**src/rtl/net_output_stage.sv**
```systemverilog
// Output stage after the network: serial saturating left-shift of a D-channel result,
// double-buffered and committed to the DAC outputs on sample_tick. Counters need NET_OUT_STATS_EN.
module net_output_stage #(
  parameter int unsigned W     = 16,
  parameter int unsigned D     = 4,
  parameter int unsigned SHIFT = 2
) (
  input  logic           clk,
  input  logic           rst,
  input  logic           in_valid,
  output logic           in_ready,
  input  logic [D*W-1:0] in_data,
  input  logic           sample_tick,
  input  logic [D-1:0]   mute,
  output logic [D*W-1:0] sample_out,
  output logic           out_strobe,
  output logic [15:0]    underrun_cnt,
  output logic [15:0]    drop_cnt
);

  localparam int unsigned IdxW = (D > 1) ? $clog2(D) : 1;
  localparam logic [IdxW-1:0] LastIdx = IdxW'(D - 1);

  typedef enum logic [1:0] {StIdle, StScale, StPublish} state_e;

  state_e          state_q;
  logic [IdxW-1:0] chan_idx_q;
  logic [W-1:0]    work_q   [D];
  logic [W-1:0]    staged_q [D];
  logic            staged_valid_q;

  // Shared saturating shifter: the result fits in W bits iff the top SHIFT+1 bits agree.
  logic signed [W-1:0]       sh_in;
  logic signed [W+SHIFT-1:0] sh_wide;
  logic [SHIFT:0]            sh_top;
  logic [W-1:0]              sh_out;

  assign sh_in   = work_q[chan_idx_q];
  assign sh_wide = (W+SHIFT)'(sh_in) <<< SHIFT;
  assign sh_top  = sh_wide[W+SHIFT-1:W-1];

  always_comb begin
    sh_out = sh_wide[W-1:0];
    if (!((&sh_top) || !(|sh_top))) begin
      sh_out = sh_top[SHIFT] ? {1'b1, {(W-1){1'b0}}} : {1'b0, {(W-1){1'b1}}};
    end
  end

  logic publish;
  logic commit;
  assign publish = (state_q == StPublish);
  assign commit  = sample_tick && staged_valid_q;

  always_ff @(posedge clk) begin
    if (!rst) begin
      state_q        <= StIdle;
      in_ready       <= 1'b1;
      chan_idx_q     <= '0;
      staged_valid_q <= 1'b0;
      sample_out     <= '0;
      out_strobe     <= 1'b0;
    end else begin
      out_strobe <= commit;
      if (commit) begin
        for (int i = 0; i < int'(D); i++) begin
          sample_out[(D-1-i)*W +: W] <= mute[i] ? '0 : staged_q[i];
        end
      end
      // A publish coinciding with a commit refills the buffer, so valid stays set.
      if (publish) begin
        staged_valid_q <= 1'b1;
      end else if (sample_tick) begin
        staged_valid_q <= 1'b0;
      end
      unique case (state_q)
        StIdle: begin
          if (in_valid) begin
            chan_idx_q <= '0;
            in_ready   <= 1'b0;
            state_q    <= StScale;
          end
        end
        StScale: begin
          chan_idx_q <= chan_idx_q + 1'b1;
          if (chan_idx_q == LastIdx) begin
            state_q <= StPublish;
          end
        end
        StPublish: begin
          in_ready <= 1'b1;
          state_q  <= StIdle;
        end
        default: begin
          in_ready <= 1'b1;
          state_q  <= StIdle;
        end
      endcase
    end
  end

  // Datapath regs carry no reset; staged_valid_q gates any stale contents.
  always_ff @(posedge clk) begin
    if (state_q == StIdle && in_valid) begin
      for (int i = 0; i < int'(D); i++) begin
        work_q[i] <= in_data[(D-1-i)*W +: W];
      end
    end else if (state_q == StScale) begin
      work_q[chan_idx_q] <= sh_out;
    end
    if (publish) begin
      for (int i = 0; i < int'(D); i++) begin
        staged_q[i] <= work_q[i];
      end
    end
  end

`ifdef NET_OUT_STATS_EN
  logic [15:0] underrun_q;
  logic [15:0] drop_q;

  always_ff @(posedge clk) begin
    if (!rst) begin
      underrun_q <= '0;
      drop_q     <= '0;
    end else begin
      if (sample_tick && !staged_valid_q && underrun_q != 16'hFFFF) begin
        underrun_q <= underrun_q + 16'd1;
      end
      if (publish && staged_valid_q && !sample_tick && drop_q != 16'hFFFF) begin
        drop_q <= drop_q + 16'd1;
      end
    end
  end

  assign underrun_cnt = underrun_q;
  assign drop_cnt     = drop_q;
`else
  assign underrun_cnt = '0;
  assign drop_cnt     = '0;
`endif

endmodule

```
**config.mk**
```make
export PLATFORM = sky130hd
export DESIGN_NAME = net_output_stage
export DESIGN_NICKNAME = d
export VERILOG_FILES = /design/src/rtl/net_output_stage.sv
export SDC_FILE = /design/constraint.sdc
export NUM_CORES = 1
export LEC_CHECK = 0
export CORE_MARGIN = 4
export CORE_UTILIZATION = 50
export DETAILED_ROUTE_END_ITERATION = 10
export HOLD_SLACK_MARGIN = 0.1
export PLACE_DENSITY = 0.75
export SYNTH_ARGS = -nofsm -noshare
export SYNTH_HDL_FRONTEND = slang
export SYNTH_SLANG_ARGS = --single-unit
```
**constraint.sdc**
```tcl
create_clock -name clk -period 7.7 [get_ports clk]
set_clock_uncertainty 0.1 [all_clocks]
set_input_delay 2.31 -clock clk [delete_from_list [all_inputs] [get_ports clk]]
set_output_delay 2.31 -clock clk [all_outputs]
set_load 0.01 [all_outputs]
```
==> results.toml, run 1 <==
[cells_and_area]
n_fill_cell = 1010
syn_to_final_growth_pct = 27.7
num-nets-final = 739
stdcell_area_um2 = 9730
drive_above_1_share = 0.106
final_util = 0.662

[setup_path]
rr_worst_depth = 4
cp.depth = 4
cp-start-kind = "input pin"
worst-setup-path-type = "input pin to register"
cp_top_family = "simple AND/OR/NAND/NOR gates"
crit_path_end_kind = "register"
path_buf_inv = 1
cp_cell_sequence = "clkdlybuf4s50_1, nand3_1, nor2_1, a22o_1"
worstPathMaxFanout = 16
cpPeakStageDelay_ns = 1.01
crit_arrival_ns = 4.37
slowest_stage = "nor2_1"
cp_data_required_time_ns = 8.01

[floorplan]
fp.dieH_um = 131
initial_core_util = 0.518
dieArea_um2 = 17300
rows = 44
die-width_um = 131
io_pins = 170
coreArea_um2 = 14700

[synth]
ys_seq_area_frac = 0.697
synth.most_common_cell = "edfxtp_1"
synth_seq_cells = 201
syn_area_um2 = 7610
synth_top_area_share = 0.505
synth_common_cells = "edfxtp_1, dfxtp_1, nand2_1, a22o_1, o21ai_1"
ys_async_sr_fraction = 0
ys.warnings.count = 0
synth.distinct_cells = 33
yosys_most_used_dff = "edfxtp_1"
syn_area_per_cell_um2 = 14.3
synth_edf_count = 128
syn_inst = 531
synth_top_cells_by_area = "edfxtp_1, dfxtp_1, a22o_1, mux4_2, nand2_1"
synth_area_leader_cell = "edfxtp_1"

[status]
status = "completed"

[sta]
finalSetupViolations = 0
maxSlewHeadroom = 0.146
max_freq_mhz = 246
hold_viol_final = 0
hold_slack_ns = 0.351
finalMaxSlewViolations = 0
period_minus_slack_ns = 4.06
worst_slack_ns = 3.64
tns_ns = 0
min_period_over_period = 0.527
tightest_slew_ns = 1.28
rsz0062_at_grt = "no"

[clock_tree]
clk_pin_slew_ns = 0.06
hold_buffers = 0
clkLatencyLatePin_ns = 0.48
cts_buffer_depth = 3
cts_tree = "done"
cts.repair.resized = 0
cts_buffers = 20
post_cts.repair.setup_buffers = 0
cts_root_buf = "clkbuf_16"
clock-sinks = 201
h-tree-depth = 1

[global_route]
grt_util_met3 = 0.0505
grt_pass1_vias = 4902
grt-busiest-layer = "met2"
grt_usage = 0.198
global_route.usage.met1 = 0.276
grt_max_degree = 66
use_met2 = 0.317
grt_remaining_overflow = 0
antenna_found_initial = 0
grt_pass1_wl_um = 27400

[power_and_ir_drop]
powerDensity_nw_per_um2 = 255
peakVddDrop_uv = 166
power.leakage_uw = 0.00354

[detailed_routing]
route.detailed.drc = 0
dr.pass1.iters = 4
vias = 4768
final_antenna_net_count = 0
drtIter0Drc = 483
wl_um = 17600
wire_per_inst_um = 20.4
vias_per_cell = 5.51

[worst_hold_path]
hp-class = "register to register"
hold_path_depth = 1

[run]
cap_violations = 0

[placement]
dp_hpwl_um = 12500
io_buffers = 137
dpl_cell_area_um2 = 9020
dp_slack_ns = 3.16
place_congestion = 0.906
-- layout make-up --
class                   count  area [um^2]  share of cell area
diodes                      1         2.50            0.000257
inverters                   3         11.3             0.00116
clock inverters             5         50.0             0.00515
multi-input cells         296         2050               0.210
flip-flops and latches    201         5310               0.545
well taps                 184          230              0.0237
repair buffers            144         1420               0.146
clock buffers              31          657              0.0675
-- power by group --
part           switching (uW)  total [uW]  internal [uW]  leakage [uW]
logic                     138         235           96.5       0.00140
clock network             389        1010            622      0.000352
registers                31.9        1230           1200       0.00178
total                     559        2480           1920       0.00354
-- path summary, 6_finish.rpt --
check,start,to,slack (ns)
setup reg to reg,register,work_q[1][3],4.89
hold / removal,staged_q[1][5],sample_out[37],0.35
hold reg to reg,staged_q[1][5],sample_out[37],0.35
setup / recovery,sample_tick,sample_out[19],3.64
-- layer usage --
metal	wire length (um)	up-vias
met5	0	-
met4	268	0
met3	1740	27
met2	7990	263
met1	7640	2281
li1	-	2197
-- cell usage in the layout (no fill, tap or decap), drive strengths merged, types with 2 or more instances in the layout --
cell,synthesis,routed
inv,3,3
mux4,16,16
edfxtp,128,128
nand3b,2,2
clkdlybuf4s50,0,137
o21ai,77,77
clkbuf,25,31
buf,37,7
nand3,2,2
dfxtp,73,73
nor2b,2,2
conb,1,32
nand2,73,73
clkinv,0,4
nand2b,2,2
a21oi,7,7
a22o,64,64
nor2,9,9
-- metrics by stage --
step / instances / total power, uW
after floorplan: 562 / 1400
after global placement: 828 / 1470
final: 865 / 2480
after detailed placement: 828 / 1480
after global routing: 864 / 2550
after CTS: 864 / 2480
-- registers in the layout, indices dropped and copies added, names as in the netlist, named ones only --
register        flops
chan_idx_q          2
in_ready            1
out_strobe          1
sample_out         64
staged_q           64
staged_valid_q      1
state_q             2
work_q             64
-- cell families (layout without fill, tap and decap cells) --
logic type / Yosys count / count (layout) / share of synthesized area
flops: 201 / 201 / 0.697
compound gates: 153 / 153 / 0.149
simple gates: 92 / 92 / 0.0498
buf+inv: 65 / 183 / 0.0523
mux: 18 / 18 / 0.0501
fa+ha+maj: 1 / 1 / 0.00164
other cells: 1 / 33 / 0.000493
Note: power is estimated with default switching activity, not from simulation.
==> inputs of run 2 (changes only) <==
- clock period: 7.7 -> 3.8 ns (I/O delays scaled with it)
==> run 2 against run 1 <==
  * Register-to-register slack got worse by 3.8 ns
  * Power rose by 99%
  * Count of clock-buffer cells in the layout fell by 2
  * Worst hold slack improved by 0.0029 ns
  * Sequential share of layout area barely moved
  * Sequential power rose by 100%
  * Clock power rose by 94%
  * Core utilization barely moved
  * Worst setup slack got worse by 2.6 ns
  * First-iteration DRC count fell by 2.9%
  * Non-clock buffer count rose by 7
  * Critical path type is now register to register
  * Critical endpoint is now work_q[1][2]
  * Largest cell class unchanged
  * Largest power group unchanged
==> results.toml, run 2 (synthesized netlist as in run 1, its figures left out) <==
[status]
status = "completed"

[placement]
place_congestion = 0.868
io_buffers = 137
dp_hpwl_um = 12400
place_inst = 835
dpl_cell_area_um2 = 9070

[global_route]
grt_pass1_vias = 4791
grt_remaining_overflow = 0
grt_usage = 0.197
grt_pass1_wl_um = 27000
antenna_found_initial = 0
grt_max_degree = 66

[power_and_ir_drop]
pwr-share-comb = 0.096
power.leakage_uw = 0.00354
switching_share = 0.221
power_frac_clock = 0.397
p_int_uw = 3840
peakVddDrop_uv = 281
powerDensity_nw_per_um2 = 507
switchingPower_uw = 1090
seqPwrFrac = 0.506

[detailed_routing]
vias = 4807
wire_per_inst_um = 20.1
vias_per_cell = 5.54
final_antenna_net_count = 0
route.detailed.drc = 0
drtIter0Drc = 469
dr.pass1.iters = 5
wl_um = 17400

[cells_and_area]
final_util = 0.662
ff_latch_area_um2 = 5310
fin_cells = 868
drive_above_1_share = 0.111
syn_to_final_growth_pct = 27.7
num-nets-final = 745
n_fill_cell = 1006
stdcell_area_um2 = 9720
diodes = 0
layout_common_cells = "clkdlybuf4s50_1, edfxtp_1, dfxtp_1, nand2_1, a22o_1"
reg.largest.list = "sample_out (64), staged_q (64), work_q (64)"
multi_input_area_um2 = 2050
final_common_cell = "clkdlybuf4s50_1"

[floorplan]
initial_core_util = 0.518
io_pins = 170
fp.dieH_um = 131
dieArea_um2 = 17300
coreArea_um2 = 14700
die-width_um = 131
rows = 44

[clock_tree]
cts_buffer_depth = 3
hold_buffers = 0
clkLatencyLatePin_ns = 0.47
h-tree-depth = 1
cts_tree = "done"
post_cts.repair.setup_buffers = 0
clk_pin_slew_ns = 0.06
cts_buffers = 19
clock-sinks = 201
cts_root_buf = "clkbuf_16"
cts.repair.resized = 0

[sta]
finalSetupViolations = 0
hold_viol_final = 0
tns_ns = 0
max_freq_mhz = 366
maxSlewHeadroom = 0.258
period_minus_slack_ns = 2.73
finalMaxSlewViolations = 0
tightest_slew_ns = 1.11
min_period_over_period = 0.719
rsz0062_at_grt = "no"

[worst_hold_path]
hp-start = "work_q[2][4]"
whs_endpoint = "staged_q[2][4]"
hp-class = "register to register"
hold_path_depth = 0

[run]
cap_violations = 0

[setup_path]
worst-setup-path-type = "register to register"
slowest_stage = "dfxtp_1"
r2r-end = "work_q[1][2]"
cpPeakStageDelay_ns = 0.75
crit_arrival_ns = 2.92
worstPathMaxFanout = 13
cp-start-kind = "register"
cp_cell_sequence = "mux4_2, a21bo_2, o21ai_1, o21ai_0"
rr_worst_depth = 4
cp_data_required_time_ns = 3.99
crit_path_end_kind = "register"
regToRegSetupSlack_ns = 1.07
run 2: changes by cell type in the layout (fill, tap and decap cells not counted):
cell,before,now
buf_4,7,14
bufinv_16,1,3
clkbuf_16,24,20
clkbuf_2,0,3
clkbuf_8,3,2
clkinv_2,4,0
clkinvlp_4,0,1
diode_2,1,0
run 2: how the worst max path moves through the flow:
stage	start	end	slack [ns]	depth (start not counted)
after floorplan	state_q[1]	staged_q[0][0]	0.96	2
after CTS	register	work_q[1][14]	1.03	4
after detailed placement	rst	sample_out[22]	0.91	5
after global placement	rst	sample_out[41]	0.97	5
final	register	work_q[1][2]	1.07	4
after global routing	register	work_q[1][2]	0.85	4
run 2: power by group through the flow:
stage,Clock (uW),Sequential (uW),Combinational [uW]
after global placement,0,2530,455
after CTS,1980,2490,473
after detailed placement,0,2540,467
after floorplan,0,2490,347
after global routing,2070,2500,514
final,1960,2500,475
run 2: cell type report:
cell class | count | share of cell area
sequential | 201 | 0.546
multi-input combinational | 296 | 0.210
timing repair buffer | 151 | 0.152
clock buffer | 29 | 0.0574
tap | 184 | 0.0237
clock inverter | 4 | 0.0100
inverter | 3 | 0.00116
run 2: critical path, delay by kind of cell, from the launching register on:
kind / cells / cell delay (ns)
DFF: 1 / 0.75
muxes: 1 / 0.60
AOI/OAI and AO/OA: 3 / 1.10
run 2: stage by stage:
stage	setup WS, ns	total power [uW]	hold slack (ns)
floorplan	0.959	2840	0.321
global placement	0.973	2990	0.326
global route	0.852	5090	0.365
CTS	1.03	4950	0.351
finish	1.07	4930	0.354
detailed placement	0.909	3000	0.335
run 2: routing by layer:
metal  vias to the layer above  wire length, um  track usage  share of wire
met5                         -                0            0              0
met4                         0              243       0.0502          0.014
met3                        20             1990       0.0497           0.11
met2                       295             7870        0.303           0.45
met1                      2274             7310        0.284           0.42
li1                       2218                -            -              -
